## src/rtl/fetch_decode_unit_pkg.sv

```systemverilog
// Shared definitions for the instruction fetch/decode front end.
//   - RV64I base opcode constants
//   - FSM state encoding and error-cause encoding
//   - immediate format classification helper
package fetch_decode_unit_pkg;

  localparam logic [6:0] OP_IMM    = 7'b0010011;
  localparam logic [6:0] OP_IMM_32 = 7'b0011011;
  localparam logic [6:0] OP_LOAD   = 7'b0000011;
  localparam logic [6:0] OP_JALR   = 7'b1100111;
  localparam logic [6:0] OP_STORE  = 7'b0100011;
  localparam logic [6:0] OP_BRANCH = 7'b1100011;
  localparam logic [6:0] OP_LUI    = 7'b0110111;
  localparam logic [6:0] OP_AUIPC  = 7'b0010111;
  localparam logic [6:0] OP_JAL    = 7'b1101111;
  localparam logic [6:0] OP_OP     = 7'b0110011;
  localparam logic [6:0] OP_OP_32  = 7'b0111011;

  typedef enum logic [1:0] {
    S_FETCH = 2'd0,
    S_FLUSH = 2'd1,
    S_ISSUE = 2'd2,
    S_HALT  = 2'd3
  } state_t;

  typedef enum logic [1:0] {
    ERR_NONE     = 2'b00,
    ERR_ILLEGAL  = 2'b01,
    ERR_MISALIGN = 2'b10
  } err_t;

  typedef enum logic [2:0] {
    FMT_R,
    FMT_I,
    FMT_S,
    FMT_B,
    FMT_U,
    FMT_J,
    FMT_BAD
  } fmt_t;

  function automatic fmt_t opcode_fmt(input logic [6:0] op);
    case (op)
      OP_IMM, OP_IMM_32, OP_LOAD, OP_JALR: return FMT_I;
      OP_STORE:                            return FMT_S;
      OP_BRANCH:                           return FMT_B;
      OP_LUI, OP_AUIPC:                    return FMT_U;
      OP_JAL:                              return FMT_J;
      OP_OP, OP_OP_32:                     return FMT_R;
      default:                             return FMT_BAD;
    endcase
  endfunction

endpackage

```

## src/rtl/fetch_decode_unit_if.sv

```systemverilog
// Bus bundle between the fetch/decode front end, instruction memory and
// the datapath.
//   im_*       : instruction memory request/acknowledge channel
//   dec_*, fields, imm : decoded instruction, valid/ready handshake
//   redirect*  : PC redirect from branch/jump resolution
// master = fetch/decode unit, slave = memory + datapath side.
interface fetch_decode_unit_if #(
  parameter int XLEN = 64
);
  logic            im_req;
  logic [XLEN-1:0] im_addr;
  logic            im_ack;
  logic [31:0]     im_rdata;

  logic            dec_valid;
  logic            dec_ready;
  logic [XLEN-1:0] dec_pc;
  logic [6:0]      opcode;
  logic [2:0]      funct3;
  logic [6:0]      funct7;
  logic [4:0]      rs1;
  logic [4:0]      rs2;
  logic [4:0]      rd;
  logic [XLEN-1:0] imm;

  logic            redirect;
  logic [XLEN-1:0] redirect_addr;

  modport master (
    output im_req, im_addr, dec_valid, dec_pc, opcode, funct3, funct7,
           rs1, rs2, rd, imm,
    input  im_ack, im_rdata, dec_ready, redirect, redirect_addr
  );

  modport slave (
    input  im_req, im_addr, dec_valid, dec_pc, opcode, funct3, funct7,
           rs1, rs2, rd, imm,
    output im_ack, im_rdata, dec_ready, redirect, redirect_addr
  );

endinterface

```

## src/rtl/fetch_decode_unit_imm_gen.sv

```systemverilog
// Combinational immediate generator.
//   inst  : 32-bit instruction word
//   imm   : sign-extended immediate (XLEN bits), 0 for R-type
//   legal : 1 when the opcode is a supported RV64I format
module imm_gen
  import fetch_decode_unit_pkg::*;
#(
  parameter int XLEN = 64
) (
  input  logic [31:0]             inst,
  output logic signed [XLEN-1:0]  imm,
  output logic                    legal
);

  logic signed [31:0] imm32;

  always_comb begin
    imm32 = '0;
    legal = 1'b1;
    case (opcode_fmt(inst[6:0]))
      FMT_I:   imm32 = {{20{inst[31]}}, inst[31:20]};
      FMT_S:   imm32 = {{20{inst[31]}}, inst[31:25], inst[11:7]};
      FMT_B:   imm32 = {{19{inst[31]}}, inst[31], inst[7], inst[30:25],
                        inst[11:8], 1'b0};
      FMT_U:   imm32 = {inst[31:12], 12'b0};
      FMT_J:   imm32 = {{11{inst[31]}}, inst[31], inst[19:12], inst[20],
                        inst[30:21], 1'b0};
      FMT_R:   imm32 = '0;
      default: legal = 1'b0;
    endcase
    // Compressed/reserved encodings never reach the decoder as legal.
    if (inst[1:0] != 2'b11) legal = 1'b0;
  end

  // Size cast of a signed operand sign-extends to XLEN.
  assign imm = XLEN'(imm32);

endmodule

```

## src/rtl/fetch_decode_unit.sv

```systemverilog
// Instruction fetch and decode front end.
//   clk, rst_n : clock and asynchronous active-low reset
//   bus        : master side of fetch_decode_unit_if (memory fetch channel,
//                decoded-instruction handshake, PC redirect)
//   halted     : unit stopped on an error, only reset restarts it
//   err_cause  : 00 none, 01 illegal instruction, 10 misaligned redirect
// One instruction is in flight at a time: FETCH -> ISSUE -> FETCH. FLUSH
// waits out a memory response whose address was invalidated by a redirect.
module fetch_decode_unit
  import fetch_decode_unit_pkg::*;
#(
  parameter int              XLEN       = 64,
  parameter logic [XLEN-1:0] RESET_ADDR = '0
) (
  input  logic                 clk,
  input  logic                 rst_n,
  fetch_decode_unit_if.master  bus,
  output logic                 halted,
  output logic [1:0]           err_cause
);

  state_t                 state;
  logic [XLEN-1:0]        pc;
  logic [XLEN-1:0]        req_addr;
  logic                   req;
  err_t                   err;

  logic [31:0]            inst_p1;
  logic signed [XLEN-1:0] imm_p1;
  logic [XLEN-1:0]        pc_p1;
  logic                   vld_p1;

  logic signed [XLEN-1:0] imm_new;
  logic                   legal_new;
  logic                   ack;
  logic                   redir_bad;
  logic [XLEN-1:0]        pc_inc;

  imm_gen #(.XLEN(XLEN)) u_imm_gen (
    .inst  (bus.im_rdata),
    .imm   (imm_new),
    .legal (legal_new)
  );

  // An acknowledge only counts against a request we actually raised.
  assign ack       = bus.im_ack && req;
  assign redir_bad = bus.redirect && (bus.redirect_addr[1:0] != 2'b00);
  assign pc_inc    = pc + XLEN'(4);

  always_ff @(posedge clk or negedge rst_n) begin
    if (!rst_n) begin
      state    <= S_FETCH;
      pc       <= RESET_ADDR;
      req_addr <= RESET_ADDR;
      req      <= 1'b0;
      halted   <= 1'b0;
      err      <= ERR_NONE;
      inst_p1  <= '0;
      imm_p1   <= '0;
      pc_p1    <= '0;
      vld_p1   <= 1'b0;
    end else begin
      unique case (state)
        S_FETCH: begin
          req <= 1'b1;
          if (redir_bad) begin
            state  <= S_HALT;
            req    <= 1'b0;
            halted <= 1'b1;
            err    <= ERR_MISALIGN;
          end else if (bus.redirect) begin
            pc <= bus.redirect_addr;
            // Without the ack the old request is still outstanding; keep
            // presenting its address until memory answers, then drop it.
            if (!ack) begin
              state    <= S_FLUSH;
              req_addr <= pc;
            end
          end else if (ack) begin
            if (legal_new) begin
              // Fetch -> issue stage boundary
              inst_p1 <= bus.im_rdata;
              imm_p1  <= imm_new;
              pc_p1   <= pc;
              vld_p1  <= 1'b1;
              req     <= 1'b0;
              state   <= S_ISSUE;
            end else begin
              state  <= S_HALT;
              req    <= 1'b0;
              halted <= 1'b1;
              err    <= ERR_ILLEGAL;
            end
          end
        end

        S_FLUSH: begin
          if (redir_bad) begin
            state  <= S_HALT;
            req    <= 1'b0;
            halted <= 1'b1;
            err    <= ERR_MISALIGN;
          end else begin
            if (bus.redirect) pc <= bus.redirect_addr;
            if (ack) state <= S_FETCH;
          end
        end

        S_ISSUE: begin
          if (redir_bad) begin
            state  <= S_HALT;
            vld_p1 <= 1'b0;
            halted <= 1'b1;
            err    <= ERR_MISALIGN;
          end else if (bus.redirect) begin
            // Redirect takes priority over pc+4 even when the datapath
            // accepts the instruction in the same cycle.
            pc     <= bus.redirect_addr;
            vld_p1 <= 1'b0;
            req    <= 1'b1;
            state  <= S_FETCH;
          end else if (bus.dec_ready) begin
            pc     <= pc_inc;
            vld_p1 <= 1'b0;
            req    <= 1'b1;
            state  <= S_FETCH;
          end
        end

        S_HALT: begin
        end
      endcase
    end
  end

  assign bus.im_req    = req;
  assign bus.im_addr   = (state == S_FLUSH) ? req_addr : pc;
  assign bus.dec_valid = vld_p1;
  assign bus.dec_pc    = pc_p1;
  assign bus.opcode    = inst_p1[6:0];
  assign bus.rd        = inst_p1[11:7];
  assign bus.funct3    = inst_p1[14:12];
  assign bus.rs1       = inst_p1[19:15];
  assign bus.rs2       = inst_p1[24:20];
  assign bus.funct7    = inst_p1[31:25];
  assign bus.imm       = imm_p1;
  assign err_cause     = err;

endmodule

```

## src/flat_wrapper.sv

```systemverilog
// flat-port wrapper written by rule: the top's interface ports become plain ports
module fetch_decode_unit_flat import fetch_decode_unit_pkg::*;
#(
  parameter int              XLEN       = 64,
  parameter logic [XLEN-1:0] RESET_ADDR = '0
)
  (clk, rst_n, halted, err_cause, bus_im_req, bus_im_addr, bus_dec_valid, bus_dec_pc, bus_opcode, bus_funct3, bus_funct7, bus_rs1, bus_rs2, bus_rd, bus_imm, bus_im_ack, bus_im_rdata, bus_dec_ready, bus_redirect, bus_redirect_addr);
  fetch_decode_unit_if #(.XLEN(XLEN)) bus_i ();
  input  logic clk;
  input  logic rst_n;
  output logic halted;
  output logic [1:0] err_cause;
  output wire logic [$bits(bus_i.im_req)-1:0] bus_im_req;
  output wire logic [$bits(bus_i.im_addr)-1:0] bus_im_addr;
  output wire logic [$bits(bus_i.dec_valid)-1:0] bus_dec_valid;
  output wire logic [$bits(bus_i.dec_pc)-1:0] bus_dec_pc;
  output wire logic [$bits(bus_i.opcode)-1:0] bus_opcode;
  output wire logic [$bits(bus_i.funct3)-1:0] bus_funct3;
  output wire logic [$bits(bus_i.funct7)-1:0] bus_funct7;
  output wire logic [$bits(bus_i.rs1)-1:0] bus_rs1;
  output wire logic [$bits(bus_i.rs2)-1:0] bus_rs2;
  output wire logic [$bits(bus_i.rd)-1:0] bus_rd;
  output wire logic [$bits(bus_i.imm)-1:0] bus_imm;
  input wire logic [$bits(bus_i.im_ack)-1:0] bus_im_ack;
  input wire logic [$bits(bus_i.im_rdata)-1:0] bus_im_rdata;
  input wire logic [$bits(bus_i.dec_ready)-1:0] bus_dec_ready;
  input wire logic [$bits(bus_i.redirect)-1:0] bus_redirect;
  input wire logic [$bits(bus_i.redirect_addr)-1:0] bus_redirect_addr;
  assign bus_im_req = bus_i.im_req;
  assign bus_im_addr = bus_i.im_addr;
  assign bus_dec_valid = bus_i.dec_valid;
  assign bus_dec_pc = bus_i.dec_pc;
  assign bus_opcode = bus_i.opcode;
  assign bus_funct3 = bus_i.funct3;
  assign bus_funct7 = bus_i.funct7;
  assign bus_rs1 = bus_i.rs1;
  assign bus_rs2 = bus_i.rs2;
  assign bus_rd = bus_i.rd;
  assign bus_imm = bus_i.imm;
  assign bus_i.im_ack = bus_im_ack;
  assign bus_i.im_rdata = bus_im_rdata;
  assign bus_i.dec_ready = bus_dec_ready;
  assign bus_i.redirect = bus_redirect;
  assign bus_i.redirect_addr = bus_redirect_addr;
  fetch_decode_unit #(.XLEN(XLEN), .RESET_ADDR(RESET_ADDR)) u_core (.clk(clk), .rst_n(rst_n), .bus(bus_i), .halted(halted), .err_cause(err_cause));
endmodule
```

## config.mk

```make
export PLATFORM = sky130hd
export DESIGN_NAME = fetch_decode_unit_flat
export DESIGN_NICKNAME = d
export VERILOG_FILES = /design/src/rtl/fetch_decode_unit_pkg.sv /design/src/rtl/fetch_decode_unit_if.sv /design/src/rtl/fetch_decode_unit_imm_gen.sv /design/src/rtl/fetch_decode_unit.sv /design/src/flat_wrapper.sv
export SDC_FILE = /design/constraint.sdc
export NUM_CORES = 1
export LEC_CHECK = 0
export ABC_AREA = 0
export BUFFER_PORTS_ARGS = -buffer_cell sky130_fd_sc_hd__buf_2
export CELL_PAD_IN_SITES_DETAIL_PLACEMENT = 1
export CELL_PAD_IN_SITES_GLOBAL_PLACEMENT = 1
export CORE_MARGIN = 4
export CORE_UTILIZATION = 34
export DETAILED_ROUTE_END_ITERATION = 6
export GPL_TIMING_DRIVEN = 0
export PLACE_DENSITY = 0.71
export SYNTH_ARGS = -nofsm -noshare
export SYNTH_HDL_FRONTEND = slang
export SYNTH_HIERARCHICAL = 1
export SYNTH_SLANG_ARGS = --single-unit
```

## constraint.sdc

```tcl
create_clock -name clk -period 2.9 [get_ports clk]
set_clock_uncertainty 0.05 [all_clocks]
set_input_delay 0.145 -clock clk [delete_from_list [all_inputs] [get_ports clk]]
set_output_delay 0.145 -clock clk [all_outputs]
set_load 0.02 [all_outputs]
```

==> results of run 1 <==
timing repair:
item | 4_1_cts | 5_1_grt
setup buffers | 0 | 2
hold endpoints to repair | 214 | 0
hold buffers | 98 | 0
resized for setup | 27 | 20
endpoints found under the setup margin | 314 | 48
gates cloned | 0 | 0
pin swaps | 0 | 1
logic make-up after synthesis:
group / synth area share
flip-flops: 0.498
adder cells (fa/ha/maj): 0.00507
AO/OA/AOI/OAI: 0.105
buffers and inverters: 0.0495
multiplexers: 0.210
AND/OR/NAND/NOR: 0.132
path summary, 6_finish.rpt:
| path | start | to | slack [ps] | cells after the start |
|---|---|---|---|---|
| worst min-delay path | bus_redirect_addr[7] | u_core/pc[7] | 30 | 5 |
| worst min register to register | u_core/halted | u_core/halted | 420 | 1 |
| max in group asynchronous | rst_n | u_core/req_addr[25] | 1560 | 3 |
| worst max-delay path | u_core/state[0] | u_core/pc[22] | 80 | 8 |
| min in group asynchronous | rst_n | u_core/inst_p1[24] | 180 | 2 |
| worst max register to register | u_core/state[0] | u_core/pc[22] | 80 | 8 |
per-layer routing:
| metal | GRT usage | wire length [µm] |
|---|---|---|
| met3 | 0.0519 | 3290 |
| met5 | 0 | 27 |
| met1 | 0.289 | 23200 |
| met2 | 0.399 | 27500 |
| met4 | 0.0664 | 1460 |
worst max-delay path: cells and delay by family (launching register included):
kind | cells | cell delay [ps]
adder cells (fa/ha/maj) | 1 | 290
AND/OR/NAND/NOR | 1 | 290
buffers and inverters | 3 | 1150
AO/OA/AOI/OAI | 3 | 450
flip-flops | 1 | 460
cells in the mapped netlist (13+ instances only):
| library cell | n | share of area |
|---|---|---|
| clkbuf_1 | 72 | 0.018 |
| a21oi_1 | 46 | 0.016 |
| mux2_2 | 262 | 0.20 |
| o211ai_1 | 13 | 0.0066 |
| dfrtp_1 | 295 | 0.50 |
| o21ai_0 | 66 | 0.022 |
| and2_1 | 23 | 0.0097 |
| buf_2 | 16 | 0.0054 |
| nor3_1 | 20 | 0.0068 |
| nand3_1 | 52 | 0.018 |
| a21o_1 | 19 | 0.0096 |
| nand4_1 | 25 | 0.011 |
| buf_4 | 34 | 0.017 |
| o22ai_1 | 13 | 0.0055 |
| inv_1 | 18 | 0.0046 |
| nand2_1 | 102 | 0.026 |
| mux2i_1 | 16 | 0.011 |
| nor2_1 | 50 | 0.013 |
flip-flops by register name, indices dropped and copies added (netlist names):
signal,flops
u_core/bus.dec_pc,64
u_core/bus.dec_valid,1
u_core/bus.im_req,1
u_core/bus.imm,64
u_core/err_cause,2
u_core/halted,1
u_core/inst_p1,32
u_core/pc,64
u_core/req_addr,64
u_core/state,2
stage by stage:
step                total power [W]  cell area (µm²)  worst slack (ps)  cells
finish                       0.0188            19500              83.1   2405
floorplan                    0.0111            14800               572   1327
global placement             0.0139            17200             -4220   2241
detailed placement           0.0141            17300              -838   2243
CTS                          0.0189            19500              22.9   2402
global route                 0.0199            19500             -3.69   2405
where the power goes:
part	switching (W)	internal, W
clock	0.00181	0.00268
combinational	0.00501	0.00303
sequential	0.000984	0.00527
total	0.00780	0.0110
layout make-up:
class	count	share of cell area
clock buffers	56	0.0579
multi-input cells	883	0.345
plain buffers	129	0.0362
flip-flops and latches	295	0.378
clock inverters	7	0.00218
repair buffers	431	0.139
well taps	585	0.0375
inverters	18	0.00346
diodes	1	0.000128
==> summary.txt, run 1 <==
Status
  – Status: complete, no violations

Timing
  – Maximum operating frequency: 355 MHz
  – Worst slew margin relative to its limit: 0.239
  – Fraction of the cycle the final worst path needs: 0.971
  – Tightest Pin Transition: around 1100 ps
  – Worst-case hold slack: just under 30 ps
  – Total Neg Setup Slack: 0 ps
  – Final setup vio count: 0
  – Final Hold Fails: 0
  – Total count of max-transition violations in the final report: 0
  – Minimum clock period: around 2800 ps

Place
  – Detailed Place HPWL: around 40 mm
  – Final GP Congestion: ~0.9
  – Port bufs: around 330

Critical path
  – Worst Path Required: 3270 ps
  – Critical Path Start Type: register
  – Crit path cell chain: inv_1, ha_1, nor2b_1, clkbuf_1, buf_1, o31ai_1, a21oi_1, a21oi_1
  – Cell repeated most along the worst path: a21oi_1
  – Crit path max fanout: 10
  – Worst path max stage delay: between 500 and 600 ps
  – Type of the worst setup path: reg -> reg
  – Critical path capture point type: register
  – CP max-delay cell: buf_1
  – Arrival time at the worst endpoint: approximately 3200 ps

Clocking
  – TritonCTS Sinks: about 300
  – CTS Buffer Depth: 3
  – H-tree Lvls: 2
  – Inserted Clock Buffers: 37
  – Cell at the root of the clock tree: clkbuf_16
  – Clock transition time at the flip-flop clock pins of the worst setup and hold paths: around 60 ps
  – Clock network latency to the later pin of the worst-skew pair: between 500 and 600 ps
  – Clock tree from TritonCTS: built

Drt
  – Post-DR vias/cell: about 5.3
  – Remaining design rule violation count: 0
  – Number of optimization iterations in the first detailed-route pass: 5
  – Drt wl/cell: approximately 23 µm
  – Detail Route Antenna Nets: 0
  – Total via count in the routed design: roughly 13000
  – Initial detailed-routing violation count: 792
  – Total wire length: roughly 55 mm

Floorplanning
  – Die footprint: between 40000 and 50000 µm²
  – Effective utilization at floorplan: 0.344
  – Horizontal die dimension: between 200 and 250 µm
  – Placeable core region: roughly 43000 µm²
  – Top-Level Pins: 330
  – Vert. Die Dim: 217 µm
  – Placement row count: between 70 and 80

Yosys
  – Post-synthesis instance area: 14800 µm²
  – Number of synthesized flops with an enable pin: 0
  – YS warnings: 6
  – Per-instance average area after synthesis: 11.2 µm²
  – Synth Net Count: 1434
  – Flops & latches, synth: 295
  – Cells after synthesis: around 1300
  – Fraction of synthesis flops using an asynchronous set or reset pin: 1.00
  – Main synth FF type: dfrtp_1
  – Number of distinct library cell variants in the gate-level netlist after synthesis: 75
  – Sequential element share of the synthesized area: 0.498

Finish
  – Signed area change from the synthesized netlist to the final layout: 31.8%
  – Post-layout utilization of the core: 0.453
  – Most used cells in the layout excluding fill and tap cells: buf_2, dfrtp_1, mux2_2
  – Number of fill cells in the layout: 4820
  – Most common cell after layout, fill and taps aside: buf_2
  – Register area: ~7400 µm²
  – Area used by multi-input combinational logic: 6730 µm²
  – Proportion of layout cells with a drive suffix above 1: 0.413
  – Final net count: 1902

GRT
  – Global routing usage summed across all routing layers: 0.230
  – Global-route wire length before repair: 84.5 mm
  – Number of global-route vias before repair: between 10000 and 15000
  – GRT overflow: 0
  – Initial antenna violation count: 3
  – Maximum number of pins on one net before global-route repair: 110

Worst hold path
  – Path category of the worst min-delay check: in -> reg

Power and ir drop
  – Cell leakage power: 9.70 nW
  – Cell area power density: about 960 nW/µm²
  – Maximum VDD drop: roughly 570 µV

Flow run
  – Max-cap violations: 0
No activity file was read; power rests on OpenSTA's default activity.
==> run 2: changes to the inputs <==
PLACE_DENSITY = unset   (was 0.71)
PLACE_DENSITY_LB_ADDON = 0.1   (was unset)
==> run 2 against run 1 <==
Utilization increased by 0.055 points. Final cell count decreased by 0.25%. Sequential share of layout area about the same. Non-clock buffer count decreased by 6. First-iteration DRC count decreased by 10%. Fmax increased by 1.9%. Routed wire length decreased by 1.3%. Sequential power about the same. Design area increased by 0.12%. Power increased by 1.1%. Worst hold slack improved by 13 ps.
==> summary.txt, run 2 (synthesis results as in run 1) <==
Status
  – Status: complete, no violations

Floorplanning
  – Horizontal die dimension: around 220 µm
  – Placement row count: 76
  – Top-Level Pins: 330
  – Die footprint: ~47000 µm²
  – Vert. Die Dim: 217 µm
  – Placeable core region: around 43000 µm²
  – Effective utilization at floorplan: 0.344

Power and ir drop
  – Cell internal pwr: roughly 0.011 W
  – Cell leakage power: approximately 9.7 nW
  – Switch Pwr: between 0.007 and 0.008 W
  – Cell area power density: just under 1000 nW/µm²
  – Portion of total power attributed to sequential cells: 0.329
  – Clock share of power: 0.249
  – Portion of total power attributed to combinational logic: 0.423
  – Maximum VDD drop: between 400 and 500 µV
  – Net Sw Frac: 0.411

Critical path
  – Critical Path Start Type: register
  – Gate family responsible for the most delay along the worst path: simple AND/OR/NAND/NOR gates
  – Worst path max stage delay: approximately 750 ps
  – Worst Path Required: approximately 3300 ps
  – Type of the worst setup path: reg -> reg
  – Critical path capture point type: register
  – Register-to-register path setup slack: around 140 ps
  – Buffering stage count on the worst path with inverters included: 1
  – Crit path cell chain: nand3_1, nor4_4, buf_2, nand3_1, o22a_1, o22a_1
  – CP max-delay cell: nor4_4
  – Arrival time at the worst endpoint: 3140 ps
  – Crit path max fanout: 10

Clocking
  – CTS Buffer Depth: 3
  – H-tree Lvls: 2
  – Clock transition time at the flip-flop clock pins of the worst setup and hold paths: 60 ps
  – Clock network latency to the later pin of the worst-skew pair: around 550 ps
  – Inserted Clock Buffers: 37
  – Cell at the root of the clock tree: clkbuf_16
  – Post-CTS Repair Setup Buffers: 0
  – Clock tree from TritonCTS: built
  – TritonCTS Sinks: a little under 300

Finish
  – Most used cells in the layout excluding fill and tap cells: buf_2, dfrtp_1, mux2_2
  – Most common cell after layout, fill and taps aside: buf_2
  – Post-route cell area: about 20000 µm²
  – Proportion of layout cells with a drive suffix above 1: 0.419
  – Final net count: roughly 1900
  – Signed area change from the synthesized netlist to the final layout: 31.9%
  – Post-layout utilization of the core: 0.454

Place
  – Area after DPL: 17300 µm²
  – Detailed Place HPWL: roughly 39 mm
  – Port bufs: ~330
  – Place WS: -986 ps
  – Final GP Congestion: about 0.87

GRT
  – Global routing usage summed across all routing layers: 0.230
  – Initial antenna violation count: 2
  – GRT overflow: 0
  – Global-route wire length before repair: about 84 mm
  – Maximum number of pins on one net before global-route repair: 111
  – Number of global-route vias before repair: 13400

Drt
  – Number of optimization iterations in the first detailed-route pass: 5
  – Remaining design rule violation count: 0
  – Drt wl/cell: approximately 23 µm
  – Initial detailed-routing violation count: just over 700
  – Total via count in the routed design: between 10000 and 15000
  – Detail Route Antenna Nets: 0
  – Total wire length: 54.7 mm
  – Post-DR vias/cell: between 5 and 6

Timing
  – Fraction of the cycle the final worst path needs: 0.953
  – Minimum clock period: about 2800 ps
  – Minimum setup slack in the final design: about 140 ps
  – Tightest Pin Transition: between 1000 and 1500 ps
  – Final setup vio count: 0
  – Maximum operating frequency: 362 MHz
  – Unrepaired setup endpoints after global routing: no
  – Final Hold Fails: 0
  – Worst slew margin relative to its limit: 0.198
  – Total count of max-transition violations in the final report: 0

Worst hold path
  – Path category of the worst min-delay check: in -> reg

Flow run
  – Max-cap violations: 0
## run 2: area by class of cell
cell class	count	area (µm²)
Timing Repair Buffer	427	2670
Fill cell	4798	23500
Antenna cell	1	2.50
Sequential cell	295	7380
Inverter	18	67.6
Buffer	127	711
Clock inverter	8	121
Multi-Input combinational cell	883	6740
Clock buffer	55	1110
Tap cell	585	732
## run 2: worst paths after layout
| check | endpoint | startpoint | cells past startpoint |
|---|---|---|---|
| worst min-delay path | u_core/pc[56] | bus_redirect_addr[56] | 4 |
| max in group asynchronous | u_core/inst_p1[18] | rst_n | 3 |
| min in group asynchronous | u_core/bus.imm[56] | rst_n | 2 |
| worst max register to register | u_core/pc[28] | u_core/pc[19] | 6 |
| worst min register to register | u_core/halted | u_core/halted | 1 |
| worst max-delay path | u_core/pc[28] | u_core/pc[19] | 6 |
## run 2: repair_timing
item	CTS	global route
endpoints found under the setup margin	295	65
resized for setup	27	36
hold buffers	96	0
endpoints found under the hold margin	201	0
## run 2: through the flow
step	hold slack, ps	cells	power [W]	TNS [ps]
global placement	304	2241	0.0140	-1472970
global route	51.2	2399	0.0202	0
CTS	0.950	2400	0.0192	-110
finish	42.1	2399	0.0190	0
floorplan	-201	1327	0.0111	0
detailed placement	141	2243	0.0142	-152130
## run 2: worst reg2reg max path: stages, from the launching register on
cell and delay, ps:
dfrtp_1 470, nand3_1 270, nor4_4 750, buf_2 360, nand3_1 290, o22a_1 260
o22a_1 200
## run 2: power by group through the flow
stage | clock network (W) | registers [W] | logic [W]
after CTS | 0.00488 | 0.00623 | 0.00810
after global routing | 0.00506 | 0.00642 | 0.00869
after floorplan | 0 | 0.00628 | 0.00483
after global placement | 0 | 0.00624 | 0.00775
after detailed placement | 0 | 0.00630 | 0.00787
final | 0.00472 | 0.00624 | 0.00803
## run 2: per-layer routing
metal | track usage | vias up | wire length, µm
met4 | 0.0689 | 2 | 1480
met5 | 0 | - | 10
li1 | - | 5731 | -
met1 | 0.302 | 6447 | 23700
met2 | 0.395 | 346 | 27000
met3 | 0.0335 | 73 | 2510
